--- config.mk ---
export PLATFORM = sky130hd
export DESIGN_NAME = life_grid_scanner
export DESIGN_NICKNAME = d
export VERILOG_FILES = /design/src/rtl/life_pkg.sv /design/src/rtl/life_popcount.sv /design/src/rtl/life_grid_scanner.sv
export SDC_FILE = /design/constraint.sdc
export NUM_CORES = 1
export LEC_CHECK = 0
export BUFFER_PORTS_ARGS = -buffer_cell sky130_fd_sc_hd__buf_2
export CAP_MARGIN = 15
export CELL_PAD_IN_SITES_DETAIL_PLACEMENT = 0
export CELL_PAD_IN_SITES_GLOBAL_PLACEMENT = 2
export CORE_MARGIN = 2
export CORE_UTILIZATION = 36
export CTS_CLUSTER_DIAMETER = 50
export CTS_CLUSTER_SIZE = 16
export DETAILED_ROUTE_END_ITERATION = 10
export GPL_TIMING_DRIVEN = 0
export PLACE_DENSITY = 0.9
export RECOVER_POWER = 50
export SETUP_SLACK_MARGIN = 0.15
export SLEW_MARGIN = 0
export SYNTH_ARGS = -nofsm -noshare
export SYNTH_HDL_FRONTEND = slang
export SYNTH_SLANG_ARGS = --single-unit
--- constraint.sdc ---
create_clock -name clk -period 3.96 [get_ports clk]
set_clock_uncertainty 0.05 [all_clocks]
set_input_delay 0.396 -clock clk [delete_from_list [all_inputs] [get_ports clk]]
set_output_delay 0.396 -clock clk [all_outputs]
set_load 0.05 [all_outputs]
--- src/rtl/life_pkg.sv ---
// life_pkg: shared definitions for the Game-of-Life cell matrix and its readers.
//   DEF_ROWS / DEF_COLS : default grid geometry
//   state_t             : scanner FSM states; idx() : row-major bit index of grid[r][c]
package life_pkg;

  localparam int DEF_ROWS = 8;
  localparam int DEF_COLS = 8;

  typedef enum logic {IDLE, SEND} state_t;

  // Bit position of cell (r,c) in a flattened grid. The cell matrix uses the
  // same helper, so writer and reader cannot disagree on bit order.
  function automatic int idx(input int r, input int c, input int cols = DEF_COLS);
    return r * cols + c;
  endfunction

endpackage

--- src/rtl/life_popcount.sv ---
// life_popcount: purely combinational count of set bits in a flattened grid.
//   bits  : N input bits
//   count : number of ones, width $clog2(N+1); the caller registers it
module life_popcount #(
  parameter int N = 64,
  parameter int W = $clog2(N + 1)
) (
  input  logic [N-1:0] bits,
  output logic [W-1:0] count
);

  // Written as a linear sum; synthesis rebalances it into an adder tree.
  always_comb begin
    count = '0;
    for (int i = 0; i < N; i++) begin
      count = count + W'(bits[i]);
    end
  end

endmodule

--- src/rtl/life_grid_scanner.sv ---
// life_grid_scanner: snapshots the grid on each accepted gen_tick and streams it
//   out one row per beat (valid/ready), with generation number and live count.
//   Ports: clk/_rst, grid_flat, gen_tick, out_ready in; out_valid/out_row/
//   out_row_idx/out_sof/out_eof, gen_count, live_count, busy, overrun, ovr_count out.
module life_grid_scanner
  import life_pkg::*;
#(
  parameter int ROWS  = DEF_ROWS,
  parameter int COLS  = DEF_COLS,
  parameter int GEN_W = 16,
  parameter int OVR_W = 8,
  localparam int RW   = $clog2(ROWS),
  localparam int CW   = $clog2(ROWS * COLS + 1)
) (
  input  logic                 clk,
  input  logic                 _rst,
  input  logic [ROWS*COLS-1:0] grid_flat,
  input  logic                 gen_tick,
  input  logic                 out_ready,
  output logic                 out_valid,
  output logic [COLS-1:0]      out_row,
  output logic [RW-1:0]        out_row_idx,
  output logic                 out_sof,
  output logic                 out_eof,
  output logic [GEN_W-1:0]     gen_count,
  output logic [CW-1:0]        live_count,
  output logic                 busy,
  output logic                 overrun,
  output logic [OVR_W-1:0]     ovr_count
);

  state_t                 state, state_nxt;
  logic [ROWS*COLS-1:0]   snap;
  logic [RW-1:0]          row_ptr;
  logic [CW-1:0]          pop;
  logic                   send, hs, last, accept, drop;

  life_popcount #(.N(ROWS * COLS), .W(CW)) u_popcount (
    .bits  (grid_flat),
    .count (pop)
  );

  assign send = (state == SEND);
  assign hs   = send && out_ready;
  assign last = (row_ptr == RW'(ROWS - 1));

  // A tick is taken when idle, or when it lands on the final handshake so the
  // next frame follows with no bubble. Any other tick during SEND is dropped.
  assign accept = gen_tick && (!send || (hs && last));
  assign drop   = gen_tick && send && !(hs && last);

  always_comb begin
    state_nxt = state;
    out_valid = 1'b0;
    busy      = 1'b0;
    case (state)
      IDLE: begin
        if (gen_tick) state_nxt = SEND;
      end
      SEND: begin
        out_valid = 1'b1;
        busy      = 1'b1;
        if (hs && last && !gen_tick) state_nxt = IDLE;
      end
      default: state_nxt = IDLE;
    endcase
  end

  // Rows are muxed out of the snapshot by pointer, so a stalled beat holds
  // without any extra storage.
  assign out_row     = snap[idx(int'(row_ptr), 0, COLS) +: COLS];
  assign out_row_idx = row_ptr;
  assign out_sof     = send && (row_ptr == '0);
  assign out_eof     = send && last;

  always_ff @(posedge clk or posedge _rst) begin
    if (_rst) begin
      state <= IDLE;
    end else begin
      state <= state_nxt;
    end
  end

  always_ff @(posedge clk or posedge _rst) begin
    if (_rst) begin
      snap       <= '0;
      row_ptr    <= '0;
      gen_count  <= '0;
      live_count <= '0;
      overrun    <= 1'b0;
      ovr_count  <= '0;
    end else begin
      if (accept) begin
        snap       <= grid_flat;
        gen_count  <= gen_count + GEN_W'(1);
        live_count <= pop;
        row_ptr    <= '0;
      end else if (hs) begin
        row_ptr <= last ? '0 : row_ptr + RW'(1);
      end
      if (drop) begin
        overrun <= 1'b1;
        if (ovr_count != '1) ovr_count <= ovr_count + OVR_W'(1);
      end
    end
  end

endmodule

==> results.cfg <==
[outcome]
status = complete, but fails checks
failed_checks = capacitance limit, slew limit, setup timing

[global_route]
grt_pass1_wl_um = 25500
grt_usage_pct = 18.6
grt_pass1_vias = 4587
grt_max_degree = 52
gr-total-overflow = 0
antenna_found_initial = 0

[min_path]
hold_path_depth = 3
hp-class = input port to flop

[synthesis]
synth.most_common_cell = nand2_1
syn-num-nets = 732
synth_warnings = 0
ys_top_cells_by_area = dfrtp_1, fa_1, nand2_1, mux4_1, inv_1
synth_area_um2 = 6220
ys.flop_type = dfrtp_1
synth_top_cell_area_share_pct = 40.2
netlist_top_cells_count = nand2_1, inv_1, dfrtp_1, fa_1, o21ai_0
synth_cell_types = 39
ys_ff_latch = 100
ys_async_sr_fraction_pct = 100
yosysSeqAreaShare_pct = 40.2
yosysTopAreaCell = dfrtp_1
syn_inst = 589
syn_avg_cell_area_um2 = 10.6
synth_edf_count = 0

[drt]
drc = 0
antenna_left = 0
vias = 4584
wirelength_um = 16200
drt-initial-drc-count = 346
dr.pass1.iters = 5
wl_per_cell_um = 17.1
vias_per_cell = 4.83

[setup_path]
reg2regPathDepth = 7
start_kind = input port
cp-end-kind = flop
cp.required_ps = 4210
cp.arrival_ps = 6140
criticalPathCategory = input port to flop
worstPathMaxFanout = 2

[clocking]
numCtsBuffers = 9
ctsHtreeMaxLevel = 3
cts_tree = built
clockBufferDepth = 2
clk_pin_slew_worst_paths_ps = 70
cts_hold_buffers = 0
clock_sinks = 100
clockRootBuffer = clkbuf_16
worstSkewPairLatency_ps = 350

[timing]
finalSetupTns_ps = -11890
slew_violations = 52
period_share_pct = 149
post-route-min-period_ps = 5890
worst_slew_pin_slew_ps = 2200
finalHoldViolCount = 0
slew_headroom_pct = -47.7
max_freq_mhz = 170
finalSetupViolations = 7
rsz0062_at_grt = yes
fin_ws_ps = -1930

[placement]
post-dp-hpwl_um = 12700
placed_cell_area_um2 = 7120
place_inst = 928
gp_congestion = 0.840
io_buffers = 113

[floorplan]
core_um2 = 17100
rows = 48
initial_core_util_pct = 36.3
chipWidth_um = 135
dieHeight_um = 135
io_pins = 115
die_area_um2 = 18300

[flow_run]
cap_viol_max_count = 1

[final_layout]
nets = 862
fin_cells = 949
syn2layout_area_growth_pct = 21.1
diodes = 0
multi_input_area_um2 = 3270
final_util_pct = 44.0
drive_above_1_share_pct = 23.2
regArea_um2 = 2500
fill_cells = 1662
final_area_um2 = 7530
==> layer usage <==
metal  global-route usage (%)  vias to the layer above  part of all wire [%]
met3                     2.47                       25                   5.5
met2                     28.8                      141                    47
met5                        0                        -                     0
met1                     26.7                     2289                    45
met4                     7.06                        0                   2.3
li1                         -                     2129                     -
==> sequential cells by signal (all words and copies together) (netlist names) <==
register     cells
gen_count       16
live_count       7
out_row_idx      3
overrun          1
ovr_count        8
send             1
snap            64
==> final timing paths <==
check	from	slack, ps	endpoint
min in group asynchronous	_rst	570	gen_count[15]
worst min register to register	snap[40]	420	snap[40]
worst min-delay path	grid_flat[30]	190	snap[30]
max in group asynchronous	_rst	1250	snap[59]
worst max-delay path	grid_flat[0]	-1930	live_count[4]
worst max register to register	out_row_idx[0]	1610	snap[4]
==> placed cells by master, fill, tap and decap left out, drive strengths merged, types with 3 or more instances in the layout <==
cell    count
xnor2      15
bufinv      3
dfrtp     100
fa         54
mux2       10
nor3        4
and3        4
o21a        4
xor2        8
inv       104
buf       114
o21ai      41
nand3       9
nor2        9
ha         21
clkbuf     36
nand2     140
mux4       16
nand4       5
==> logic make-up after synthesis <==
| kind of cell | after synthesis | synth area share (%) |
|---|---|---|
| and+or+nand+nor | 179 | 12.1 |
| buffers and inverters | 125 | 8.19 |
| DFF | 100 | 40.2 |
| adders and majority gates | 75 | 21.6 |
| AOI/OAI and AO/OA | 61 | 6.10 |
| muxes | 26 | 8.57 |
| xor gates and xnor gates | 23 | 3.24 |
==> stage by stage <==
step,hold WS [ps],setup slack (ps)
2_1_floorplan,387,-1970
3_3_place_gp,400,-2470
3_5_place_dp,409,-2470
4_1_cts,114,-1980
5_1_grt,193,-2030
6_report,186,-1930
==> critical path, stage by stage <==
cell and delay [ps]:
buf_8 100, ha_4 250, inv_2 30, fa_1 500, inv_1 50, fa_1 490
fa_1 460, fa_1 510, fa_1 440, fa_1 510, inv_2 40, fa_2 540
fa_1 430, fa_2 400, fa_2 380, nor2b_2 150, o21ai_1 100, a211oi_2 240
a21o_1 110
==> repair_timing <==
item	in CTS	in global routing
endpoints found under the setup margin	7	7
setup buffers	2	3
pin swaps	21	7
gates resized for setup	12	17
==> cell type report <==
cell class | instances | share of cell area, %
repair buffers | 119 | 8.22
well taps | 225 | 3.74
inverters | 103 | 5.15
clock inverters | 7 | 1.61
flip-flops and latches | 100 | 33.2
multi-input cells | 364 | 43.4
clock buffers | 9 | 2.99
plain buffers | 22 | 1.63
Power is left out: the tool's default activity adds up to more than one toggle a clock period on the data nets, which glitch-free logic cannot reach.
